==> src/rtl/nexys4_spi_pkg.sv <==
// Shared definitions for the Nexys4 seven-segment display SPI link:
// FSM states, word geometry and command-field layout.
package nexys4_spi_pkg;

    localparam int SPI_WORD_W = 16;

    localparam int CMD_MSB  = 15;
    localparam int CMD_LSB  = 12;
    localparam int ADDR_MSB = 11;
    localparam int ADDR_LSB = 8;
    localparam int DATA_MSB = 7;
    localparam int DATA_LSB = 0;

    localparam logic [3:0] CMD_WRITE = 4'h1;
    localparam logic [3:0] CMD_CTRL  = 4'h0;

    typedef enum logic [2:0] {
        ST_IDLE,
        ST_LEAD,
        ST_LOW,
        ST_HIGH,
        ST_TRAIL,
        ST_GAP
    } spi_state_t;

    function automatic logic [SPI_WORD_W-1:0] pack_cmd(input logic [3:0] cmd,
                                                       input logic [3:0] addr,
                                                       input logic [7:0] data);
        return {cmd, addr, data};
    endfunction

endpackage

==> src/rtl/spi_phase_timer.sv <==
// Loadable down-counter; tc is high while the count sits at zero, so a
// load of N-1 yields a phase of exactly N cycles.
module spi_phase_timer #(
    parameter int CNT_W = 4
) (
    input  logic             block_clk_i,
    input  logic             rst_low_i,
    input  logic             load,
    input  logic [CNT_W-1:0] load_val,
    output logic             tc
);

    logic [CNT_W-1:0] cnt;

    always_ff @(posedge block_clk_i) begin
        if (!rst_low_i)
            cnt <= '0;
        else if (load)
            cnt <= load_val;
        else if (cnt != '0)
            cnt <= cnt - 1'b1;
    end

    assign tc = (cnt == '0);

endmodule

==> src/rtl/spi_display_master.sv <==
// SPI master for the display block: shifts one WORD_W command word out on
// MOSI (MSB first) per SS frame and collects MISO into rx_word_o.
module spi_display_master
    import nexys4_spi_pkg::*;
#(
    parameter int WORD_W     = SPI_WORD_W,
    parameter int CLK_DIV    = 4,
    parameter int GAP_CYCLES = 8
) (
    input  logic              block_clk_i,
    input  logic              rst_low_i,
    input  logic [WORD_W-1:0] word_i,
    input  logic              valid_i,
    output logic              ready_o,
    output logic              done_o,
    output logic [WORD_W-1:0] rx_word_o,
    output logic              spi_sclk_o,
    output logic              spi_ss_o,
    output logic              spi_mosi_o,
    input  logic              spi_miso_i
);

    localparam int MAX_PH = (CLK_DIV > GAP_CYCLES) ? CLK_DIV : GAP_CYCLES;
    localparam int CNT_W  = $clog2(MAX_PH);
    localparam int BIT_W  = $clog2(WORD_W);
    localparam logic [BIT_W-1:0] LAST_BIT = BIT_W'(WORD_W - 1);

    spi_state_t        state, state_nxt;
    logic [WORD_W-1:0] tx_sreg, tx_nxt;
    logic [WORD_W-1:0] rx_sreg, rx_nxt;
    logic [BIT_W-1:0]  bit_cnt, bit_nxt;

    logic              ss_nxt, sclk_nxt, mosi_nxt, ready_nxt, done_nxt;
    logic [WORD_W-1:0] rx_word_nxt;

    logic              ph_tc, ph_load;
    logic [CNT_W-1:0]  ph_val;

    // Timer is held loaded in IDLE so LEAD starts with a full phase.
    assign ph_load = (state == ST_IDLE) || ph_tc;
    assign ph_val  = (state_nxt == ST_GAP) ? CNT_W'(GAP_CYCLES - 1) : CNT_W'(CLK_DIV - 1);

    spi_phase_timer #(.CNT_W(CNT_W)) u_phase_timer (
        .block_clk_i (block_clk_i),
        .rst_low_i   (rst_low_i),
        .load        (ph_load),
        .load_val    (ph_val),
        .tc          (ph_tc)
    );

    always_ff @(posedge block_clk_i) begin
        if (!rst_low_i) begin
            state   <= ST_IDLE;
            tx_sreg <= '0;
            rx_sreg <= '0;
            bit_cnt <= '0;
        end else begin
            state   <= state_nxt;
            tx_sreg <= tx_nxt;
            rx_sreg <= rx_nxt;
            bit_cnt <= bit_nxt;
        end
    end

    always_comb begin
        state_nxt = state;
        tx_nxt    = tx_sreg;
        rx_nxt    = rx_sreg;
        bit_nxt   = bit_cnt;
        unique case (state)
            ST_IDLE: begin
                if (valid_i && ready_o) begin
                    state_nxt = ST_LEAD;
                    tx_nxt    = word_i;
                    bit_nxt   = '0;
                end
            end
            ST_LEAD:  if (ph_tc) state_nxt = ST_LOW;
            ST_LOW:   if (ph_tc) state_nxt = ST_HIGH;
            ST_HIGH: begin
                if (ph_tc) begin
                    rx_nxt = {rx_sreg[WORD_W-2:0], spi_miso_i};
                    tx_nxt = {tx_sreg[WORD_W-2:0], 1'b0};
                    if (bit_cnt == LAST_BIT) begin
                        state_nxt = ST_TRAIL;
                    end else begin
                        bit_nxt   = bit_cnt + 1'b1;
                        state_nxt = ST_LOW;
                    end
                end
            end
            ST_TRAIL: if (ph_tc) state_nxt = ST_GAP;
            ST_GAP:   if (ph_tc) state_nxt = ST_IDLE;
            default:  state_nxt = ST_IDLE;
        endcase
    end

    // Pin values are computed from the upcoming state and registered, so
    // every output changes exactly on the edge that enters a phase.
    always_comb begin
        ss_nxt      = !((state_nxt == ST_IDLE) || (state_nxt == ST_GAP));
        ss_nxt      = !ss_nxt;
        sclk_nxt    = (state_nxt != ST_LOW);
        ready_nxt   = (state_nxt == ST_IDLE);
        done_nxt    = (state_nxt == ST_GAP) && (state != ST_GAP);
        rx_word_nxt = done_nxt ? rx_sreg : rx_word_o;
        unique case (state_nxt)
            ST_LOW:           mosi_nxt = tx_nxt[WORD_W-1];
            ST_HIGH, ST_TRAIL: mosi_nxt = spi_mosi_o;
            default:          mosi_nxt = 1'b1;
        endcase
    end

    always_ff @(posedge block_clk_i) begin
        if (!rst_low_i) begin
            spi_ss_o   <= 1'b1;
            spi_sclk_o <= 1'b1;
            spi_mosi_o <= 1'b1;
            ready_o    <= 1'b1;
            done_o     <= 1'b0;
            rx_word_o  <= '0;
        end else begin
            spi_ss_o   <= ss_nxt;
            spi_sclk_o <= sclk_nxt;
            spi_mosi_o <= mosi_nxt;
            ready_o    <= ready_nxt;
            done_o     <= done_nxt;
            rx_word_o  <= rx_word_nxt;
        end
    end

endmodule

==> config.mk <==
export PLATFORM = sky130hd
export DESIGN_NAME = spi_display_master
export DESIGN_NICKNAME = d
export VERILOG_FILES = /design/src/rtl/nexys4_spi_pkg.sv /design/src/rtl/spi_phase_timer.sv /design/src/rtl/spi_display_master.sv
export SDC_FILE = /design/constraint.sdc
export NUM_CORES = 1
export LEC_CHECK = 0
export CORE_MARGIN = 2
export CORE_UTILIZATION = 45
export DETAILED_ROUTE_END_ITERATION = 16
export GPL_TIMING_DRIVEN = 0
export PLACE_DENSITY = 0.8
export SLEW_MARGIN = 0
export SYNTH_ARGS = -nofsm -noshare
export SYNTH_HDL_FRONTEND = slang
export SYNTH_SLANG_ARGS = --single-unit
==> constraint.sdc <==
create_clock -name block_clk_i -period 4.2 [get_ports block_clk_i]
set_input_delay 0.84 -clock block_clk_i [delete_from_list [all_inputs] [get_ports block_clk_i]]
set_output_delay 0.84 -clock block_clk_i [all_outputs]
set_load 0.03 [all_outputs]
==> metrics, run 1 <==
Starting DRT DRC Count=141; area share of and/or/nand/nor cells after synthesis=23.1%; Buf/Inv on CP=1; Slew HR=69.1%; DR pass1 iterations=4; Setup violations, final=0; max-slew violations=0; storage element area=1260 um2; Root Buffer=clkbuf_8; Final Hold Viols=0; DR DRC count=0; internal power=1.00 mW; Synth Instances=307; Critical Path Fanout Max=3; CP peak stage delay=670 ps; Die Y=81.2 um; Avg Cell Area, Syn=8.74 um2; Synth Net Count=330; Layout fillers=538; CP arrival=1350 ps; GP Congestion=0.865; Final #Nets=381; synth warn=0; final setup TNS=0 ps; Worst setup startpoint=ready_o; pin count of the biggest net entering global routing=11; H-tree depth=3; Hold Crit Start=u_phase_timer.cnt[0]; clk_skew=6.53 ps; cts repair resizes=0; Clock Power Share=38.0%; Synth Area in XOR/XNOR=0.653%; Skew-Pair Late Insertion Delay=340 ps; Gate power share=14.6%; worst path required time=3360 ps; TritonCTS Sinks=63; IO Pins=41; DIE AREA=6600 um2; RR Endpoint=rx_sreg[8]; Setup CP Type=reg2out; chip width=81.2 um; Hold EP=u_phase_timer.cnt[0]; R2R depth=8; main combinational cell family by area after synthesis=simple AND/OR/NAND/NOR gates; Longest Clk Path Bufs=2; worst reg2reg setup slack=2420 ps; routed vias/inst=5.12; reg2reg start=u_phase_timer.cnt[0]; Synth Area in Compound Gates=23.1%; Pleak=1.16 nW; fin cells=438; initial antenna violation count=0; Seq/Total Area, Yosys=47.0%; Least-Margin Pin Slew=463 ps; WL/cell=12.3 um; mapped cell area=2680 um2; vias in the first global route=2049; input/output buffers=40; mux cell area share after synthesis=0%; status=completed; hold depth=1; CP Launch Type=flop; Initial Utilization=45.9%; crit path cell chain=clkdlybuf4s50_1; Hold Crit Class=reg2reg; Peak VDD IR=0.000187 V; first-pass GRT wire length=9.12 mm; Total Routing Usage GR=18.3%; Synth cell types=43; maxcap violations=0; Setup crit end kind=output port; Period Utilization, post-route=52.2%; ant diodes=0; CTS clk-pin slew, worst paths=60 ps; CTS Buf Count=9; CTS tree=done; Sw Ratio=25.6%; sw power=345 uW; Multi-input gate area=1290 um2; Vias=2243; critical path's slowest cell=clkdlybuf4s50_1; global route overflow=0; pwr/cell area=401 nW/um2; adder-cell share of the synthesized area=1.40%; Routed Antenna Nets=0; RSZ-0062 raised after global routing=no; sequential power share=47.4%; hpwl dp=3.90 mm; number of synthesized register bits=63; core area=5850 um2; Min Clock Period, post-route=2190 ps; Cells after DPL=422; CTS Hold Bufs=0; layout cells sized above 1=10.2%; DRT Wirelength=5.38 mm; Cell Rows=28; post-CTS setup buffer count=0; top cell family by delay on the critical path=buffers and inverters; fmax=0.456 GHz; synth-to-layout area growth=25.5%
flip-flops by register name, indices dropped and copies added, names as in the netlist, 3 cells and up:
signal             cells
rx_sreg               16
rx_word_o             16
tx_sreg               16
bit_cnt                4
state                  3
u_phase_timer.cnt      3
power groups by stage:
stage / Combinational (mW) / Sequential, mW / Clock, mW
floorplan: 0.130 / 0.660 / 0
global placement: 0.195 / 0.652 / 0
detailed placement: 0.197 / 0.653 / 0
CTS: 0.198 / 0.640 / 0.526
global route: 0.216 / 0.644 / 0.550
finish: 0.196 / 0.640 / 0.513
final cells by class:
cell class              count  area share (%)
multi-input cells         222            38.4
flip-flops and latches     63            37.4
repair buffers             40            11.9
clock buffers              12            4.31
plain buffers              19            3.45
well taps                  75            2.79
clock inverters             4            1.34
inverters                   3           0.334
worst max path at each step:
stage	endpoint	slack [ps]	cells past startpoint
after floorplan	tx_sreg[13]	2450	6
after global placement	rx_sreg[10]	1730	4
after detailed placement	rx_sreg[11]	1680	4
after CTS	ready_o	1980	1
after global routing	rx_sreg[8]	1880	4
final	ready_o	2010	1
cells in the mapped netlist:
| master | number | share of area [%] |
|---|---|---|
| nand3_1 | 6 | 1.1 |
| and2_1 | 3 | 0.70 |
| nor4_1 | 2 | 0.47 |
| and3b_1 | 1 | 0.33 |
| nor3b_1 | 1 | 0.28 |
| a31oi_1 | 2 | 0.47 |
| o2111a_1 | 1 | 0.42 |
| nor3_1 | 1 | 0.19 |
| ha_1 | 3 | 1.4 |
| o32a_1 | 1 | 0.37 |
| nand2b_1 | 3 | 0.70 |
| nor2_1 | 11 | 1.5 |
| and3b_2 | 1 | 0.37 |
| o221ai_1 | 1 | 0.33 |
| nor2b_1 | 6 | 1.4 |
| or2_1 | 1 | 0.23 |
| nor2_4 | 1 | 0.42 |
| o211ai_1 | 1 | 0.28 |
| a21oi_1 | 4 | 0.75 |
| inv_1 | 3 | 0.42 |
| nor3b_2 | 1 | 0.47 |
| nor3_2 | 1 | 0.37 |
| buf_2 | 6 | 1.1 |
| dfxtp_1 | 63 | 47 |
| or3_4 | 1 | 0.42 |
| nand2_1 | 88 | 12 |
| clkbuf_1 | 7 | 0.98 |
| nand3b_1 | 1 | 0.28 |
| o31a_1 | 1 | 0.33 |
| a211oi_1 | 1 | 0.28 |
| buf_6 | 4 | 1.7 |
| o21ai_0 | 4 | 0.75 |
| a22oi_2 | 1 | 0.47 |
| buf_4 | 2 | 0.56 |
| a21boi_0 | 26 | 7.3 |
| xnor2_1 | 2 | 0.65 |
| or2_2 | 1 | 0.23 |
| a22oi_1 | 16 | 4.5 |
| and3_1 | 1 | 0.23 |
| nand2_2 | 2 | 0.47 |
| a31oi_2 | 1 | 0.47 |
| a21boi_1 | 23 | 6.4 |
| nor3_4 | 1 | 0.61 |
metrics by stage:
stage | power, mW | area [um2] | setup WS, ps | hold WS [ps] | util, %
2_1_floorplan | 0.790 | 2680 | 2450 | 417 | -
3_3_place_gp | 0.847 | 3180 | 1730 | 432 | 54.3
3_5_place_dp | 0.850 | 3180 | 1680 | 436 | 54.3
4_1_cts | 1.36 | 3370 | 1980 | 445 | 57.6
5_1_grt | 1.41 | 3370 | 1880 | 473 | 57.6
6_report | 1.35 | 3370 | 2010 | 441 | 57.6
routing by layer:
metal	track usage (%)	vias to the layer above	part of all wire [%]
met5	0	-	0
met4	8.64	0	2.1
met3	5.44	10	5.2
met2	29.2	44	46
met1	22.5	1039	47
li1	-	1150	-
cells in the final DEF, fill, tap and decap left out, types with 6 or more instances in the layout:
master            n
dfxtp_1          63
clkbuf_8         10
nand3_1           6
a21boi_1         23
nor2_1           11
buf_2             6
a21boi_0         26
a22oi_1          16
nand2_1          88
nor2b_1           6
clkdlybuf4s50_1  40
clkbuf_1          9
cells by family after synthesis:
family	after synthesis
adder cells (fa/ha/maj)	3
AO/OA/AOI/OAI	83
buffers and inverters	22
AND/OR/NAND/NOR	134
XOR/XNOR	2
flip-flops	63
No activity file was read; power rests on OpenSTA's default activity.
==> run 2, diff against run 1 <==
--- a/config.mk
+++ b/config.mk
@@ -9,7 +9,7 @@
 export CORE_UTILIZATION = 45
 export DETAILED_ROUTE_END_ITERATION = 16
 export GPL_TIMING_DRIVEN = 0
-export PLACE_DENSITY = 0.8
+export PLACE_DENSITY = 0.83
 export SLEW_MARGIN = 0
 export SYNTH_ARGS = -nofsm -noshare
 export SYNTH_HDL_FRONTEND = slang
==> constraint.sdc (replaced) <==
create_clock -name block_clk_i -period 1.89 [get_ports block_clk_i]
set_input_delay 0.378 -clock block_clk_i [delete_from_list [all_inputs] [get_ports block_clk_i]]
set_output_delay 0.378 -clock block_clk_i [all_outputs]
set_load 0.03 [all_outputs]
==> run 2 against run 1 <==
Against the previous run:
- routed wire length grew 8.1%
- highest routed layer unchanged
- global-route usage grew 0.44 points
- combinational power grew 130%
- critical endpoint is now rx_word_o[4]
- via count grew 1.8%
- sequential power grew 120%
- critical path type is now reg2reg
==> metrics, run 2 (synthesized netlist as in run 1, its figures left out) <==
status=completed; vias in the first global route=2057; clk_skew=6.92 ps; Layout fillers=512; Cell Rows=28; Longest Clk Path Bufs=2; worst reg2reg setup slack=80 ps; most frequent cells in the layout=nand2_1 (88), dfxtp_1 (63), clkdlybuf4s50_1 (40), a21boi_0 (25), a21boi_1 (24); chip width=81.2 um; fmax=0.552 GHz; global route overflow=0; IO Pins=41; Starting DRT DRC Count=111; Peak VDD IR=0.000410 V; Die Y=81.2 um; total power=3.05 mW; CP arrival=2090 ps; crit path cell chain=inv_1 -> ha_2 -> nor2b_1 -> buf_4 -> nand2_2 -> nor3_4 -> buf_4 -> nand2_1 -> a21boi_0; Clock Power Share=38.7%; Skew-Pair Late Insertion Delay=350 ps; DR pass1 iterations=6; internal power=2.20 mW; Initial Utilization=45.9%; worst path required time=2160 ps; dpl cell area=3180 um2; reg2reg start=u_phase_timer.cnt[0]; CTS Hold Bufs=0; RSZ-0062 raised after global routing=yes; TritonCTS Sinks=63; Multi-input gate area=1300 um2; input/output buffers=40; top cell family by delay on the critical path=simple AND/OR/NAND/NOR gates; R2R depth=9; pin count of the biggest net entering global routing=13; pwr/cell area=891 nW/um2; Hold Crit Class=reg2reg; stages on the worst setup path=9; Pleak=1.18 nW; core area=5850 um2; most frequent CP cell=buf_4; sequential power share=46.7%; critical path's slowest cell=nor3_4; Period Utilization, post-route=95.9%; Min Clock Period, post-route=1810 ps; hpwl dp=3.96 mm; Total Routing Usage GR=18.7%; Final Util=58.4%; fin area=3420 um2; Buf/Inv on CP=3; WL/cell=13.1 um; DRT Wirelength=5.81 mm; CP peak stage delay=350 ps; CTS clk-pin slew, worst paths=70 ps; Setup CP Type=reg2reg; biggest regs=rx_sreg (16), rx_word_o (16), tx_sreg (16); Critical Path Fanout Max=7; sw power=841 uW; Setup violations, final=0; routed vias/inst=5.15; Sw Ratio=27.6%; Least-Margin Pin Slew=458 ps; GP Congestion=0.816; H-tree depth=3; synth-to-layout area growth=27.4%; Routed Antenna Nets=0; hold depth=1; Slew HR=69.5%; CTS Buf Count=9; first-pass GRT wire length=9.29 mm; Final Hold Slack=446 ps; Vias=2283; commonest non-fill, non-tap cell in the layout=nand2_1; Setup crit end kind=flop; maxcap violations=0; initial antenna violation count=0; Hold Crit Start=u_phase_timer.cnt[0]; CTS tree=done; max-slew violations=0; Root Buffer=clkbuf_8; storage element area=1260 um2; DR DRC count=0; layout cells sized above 1=12.5%; RR Endpoint=rx_word_o[4]; Gate power share=14.6%; Final Hold Viols=0; ant diodes=0; Hold EP=u_phase_timer.cnt[0]; Final #Nets=386; CP Launch Type=flop; DIE AREA=6600 um2
run 2: worst register-to-register path, cell delays in order (launching register included):
cell and delay [ps]:
dfxtp_1 310, inv_1 70, ha_2 210, nor2b_1 150, buf_4 170, nand2_2 80
nor3_4 350, buf_4 180, nand2_1 50, a21boi_0 160
run 2: power groups by stage:
stage | Sequential [mW] | Clock, mW | Combinational (mW)
2_1_floorplan | 1.47 | 0 | 0.289
3_3_place_gp | 1.45 | 0 | 0.432
3_5_place_dp | 1.45 | 0 | 0.441
4_1_cts | 1.42 | 1.19 | 0.443
5_1_grt | 1.43 | 1.24 | 0.491
6_report | 1.42 | 1.18 | 0.446
run 2: area by class of cell:
type / count / share of cell area [%]
buffer: 19 / 3.51
clock buffer: 9 / 3.62
clock inverter: 7 / 2.12
inverter: 3 / 0.329
multi-input combinational: 222 / 38.0
sequential: 63 / 36.9
tap: 75 / 2.75
timing repair buffer: 45 / 12.8
run 2: repair_timing:
item	CTS	global route
resized for setup	0	7
setup endpoints to repair	0	15
buffers inserted	0	4
run 2: how the worst max path moves through the flow:
| stage | startpoint | end |
|---|---|---|
| after floorplan | u_phase_timer.cnt[0] | spi_mosi_o |
| after global placement | rst_low_i | rx_sreg[10] |
| after detailed placement | rst_low_i | rx_sreg[9] |
| after CTS | u_phase_timer.cnt[0] | rx_word_o[7] |
| after global routing | u_phase_timer.cnt[0] | rx_word_o[4] |
| final | u_phase_timer.cnt[0] | rx_word_o[4] |
run 2: through the flow:
| stage | TNS (ps) | setup WS (ps) | cells |
|---|---|---|---|
| 2_1_floorplan | 0 | 294 | 307 |
| 3_3_place_gp | -1370 | -152 | 422 |
| 3_5_place_dp | -1750 | -212 | 422 |
| 4_1_cts | 0 | 74.6 | 438 |
| 5_1_grt | -495 | -65.1 | 443 |
| 6_report | 0 | 77.3 | 443 |
run 2: routing by layer:
metal	track usage, %	part of all wire [%]	vias up	routed length [um]
met3	5.56	4.0	13	234
met1	23.2	47	1063	2760
li1	-	-	1162	-
met4	8.64	2.0	0	116
met5	0	0	-	0
met2	29.9	46	45	2700
==> run 3, diff against run 2 <==
--- a/config.mk
+++ b/config.mk
@@ -5,9 +5,11 @@
 export SDC_FILE = /design/constraint.sdc
 export NUM_CORES = 1
 export LEC_CHECK = 0
+export CORE_ASPECT_RATIO = 0.75
 export CORE_MARGIN = 2
 export CORE_UTILIZATION = 45
 export DETAILED_ROUTE_END_ITERATION = 16
+export GPL_ROUTABILITY_DRIVEN = 0
 export GPL_TIMING_DRIVEN = 0
 export PLACE_DENSITY = 0.83
 export SLEW_MARGIN = 0
==> run 3 against run 2 <==
Against the previous run:
- clock power is 13% lower
- non-clock buffer count is 2 higher
- highest routed layer unchanged
- register-to-register slack hardly changed
- via count is 0.26% lower
- critical path type unchanged
- sequential cell count stayed put
==> metrics, run 3 (synthesized netlist as in run 1, its figures left out) <==
chip width=93.2 um; worst reg2reg setup slack=90 ps; Cell Rows=24; DR DRC count=0; Slew HR=67.3%; CP Launch Type=flop; pin count of the biggest net entering global routing=13; synth-to-layout area growth=27.7%; Initial Utilization=46.3%; vias in the first global route=2144; Die Y=70.9 um; R2R depth=9; Least-Margin Pin Slew=491 ps; clk_skew=8.85 ps; IO Pins=41; reg2reg start=u_phase_timer.cnt[0]; layout cells sized above 1=13.0%; Starting DRT DRC Count=112; M1 GR Usage=25.6%; Min Clock Period, post-route=1800 ps; most frequent cells in the layout=nand2_1 (88), dfxtp_1 (63), clkdlybuf4s50_1 (40), a21boi_0 (26), a21boi_1 (23); Hold Crit Class=reg2reg; worst path required time=2160 ps; Longest Clk Path Bufs=2; final setup TNS=0 ps; GR Util met3=6.60%; H-tree depth=3; Setup CP Type=reg2reg; CTS clk-pin slew, worst paths=80 ps; max-slew violations=0; Final Hold Viols=0; status=completed; RR Endpoint=rx_word_o[1]; Final Util=59.1%; met2 Use GR=28.3%; routed vias/inst=5.08; commonest non-fill, non-tap cell in the layout=nand2_1; Critical Path Fanout Max=7; Skew-Pair Late Insertion Delay=350 ps; biggest regs=rx_sreg (16), rx_word_o (16), tx_sreg (16); CTS Buf Count=9; initial antenna violation count=0; DIE AREA=6600 um2; fmax=0.556 GHz; CTS tree=done; first-pass GRT wire length=9.78 mm; Root Buffer=clkbuf_8; CP arrival=2070 ps; WL/cell=13.2 um; DRT Wirelength=5.91 mm; Routed Antenna Nets=0; core area=5800 um2; global route overflow=0; Critical Path Sink=rx_word_o[1]; maxcap violations=0; most used routing layer=met2; Worst setup startpoint=u_phase_timer.cnt[0]; Setup crit end kind=flop; Period Utilization, post-route=95.2%; Vias=2277; Final #Nets=388; ant diodes=0; DR pass1 iterations=4; input/output buffers=40; Peak VDD IR=0.000487 V; hpwl dp=4.09 mm; Setup violations, final=0; Pleak=1.19 nW; Total Routing Usage GR=18.9%; dpl cell area=3180 um2; fin area=3430 um2; TritonCTS Sinks=63; pwr/cell area=853 nW/um2
-- run 3: cell types whose count changed in the layout (fill, tap and decap cells not counted) --
cell	previous run	this run
buf_4	8	9
clkinvlp_4	2	0
a21boi_0	25	26
buf_2	5	4
a21boi_1	24	23
clkinv_2	2	3
ha_4	0	1
inv_6	1	0
clkinv_4	1	4
clkbuf_4	0	2
ha_2	1	0
bufinv_16	1	0
-- run 3: power breakdown --
part	switching [mW]	leakage, nW	internal, mW
registers	0.0363	0.511	1.39
logic	0.249	0.588	0.224
clock network	0.550	0.0929	0.476
-- run 3: how the worst min path moves through the flow --
stage               slack, ps                 start  depth (start not counted)                   end
finish                    450           tx_sreg[10]                          2           tx_sreg[10]
global route              480         rx_word_o[10]                          2         rx_word_o[10]
CTS                       460         rx_word_o[14]                          2         rx_word_o[14]
detailed placement        450         rx_word_o[10]                          2         rx_word_o[10]
global placement          430  u_phase_timer.cnt[0]                          1  u_phase_timer.cnt[0]
floorplan                 420  u_phase_timer.cnt[0]                          1  u_phase_timer.cnt[0]
-- run 3: timing repair --
item	CTS	global route
buffers inserted	0	6
resized for setup	0	7
setup endpoints to repair	0	29
hold buffers	0	0
-- run 3: worst max-delay path, stage by stage, from the launching register on --
cell	delay, ps
dfxtp_1	320
inv_1	120
ha_4	170
nor2b_1	120
clkbuf_4	190
nand2_2	80
nor3_4	330
buf_4	180
nand2_1	60
a21boi_0	160
-- run 3: area by class of cell --
class                      count  area, um2
timing repair buffer          47        453
sequential                    63       1260
fill                         531       2370
multi-input combinational    222       1310
inverter                       3       11.3
tap                           78       97.6
clock buffer                   9        124
clock inverter                 7       50.0
buffer                        19        123
-- run 3: stage by stage --
stage | power [mW] | worst slack (ps) | std cells | hold WS, ps
2_1_floorplan | 1.76 | 294 | 307 | 417
3_3_place_gp | 1.88 | -129 | 425 | 432
3_5_place_dp | 1.90 | -186 | 425 | 446
4_1_cts | 2.91 | 91.3 | 441 | 456
5_1_grt | 3.05 | -4.34 | 448 | 475
6_report | 2.92 | 90.1 | 448 | 455
-- run 3: layer usage --
metal	vias to the layer above	share of wire [%]
li1	1165	-
met4	0	0.78
met3	6	5.7
met1	1048	50
met2	58	43
met5	-	0
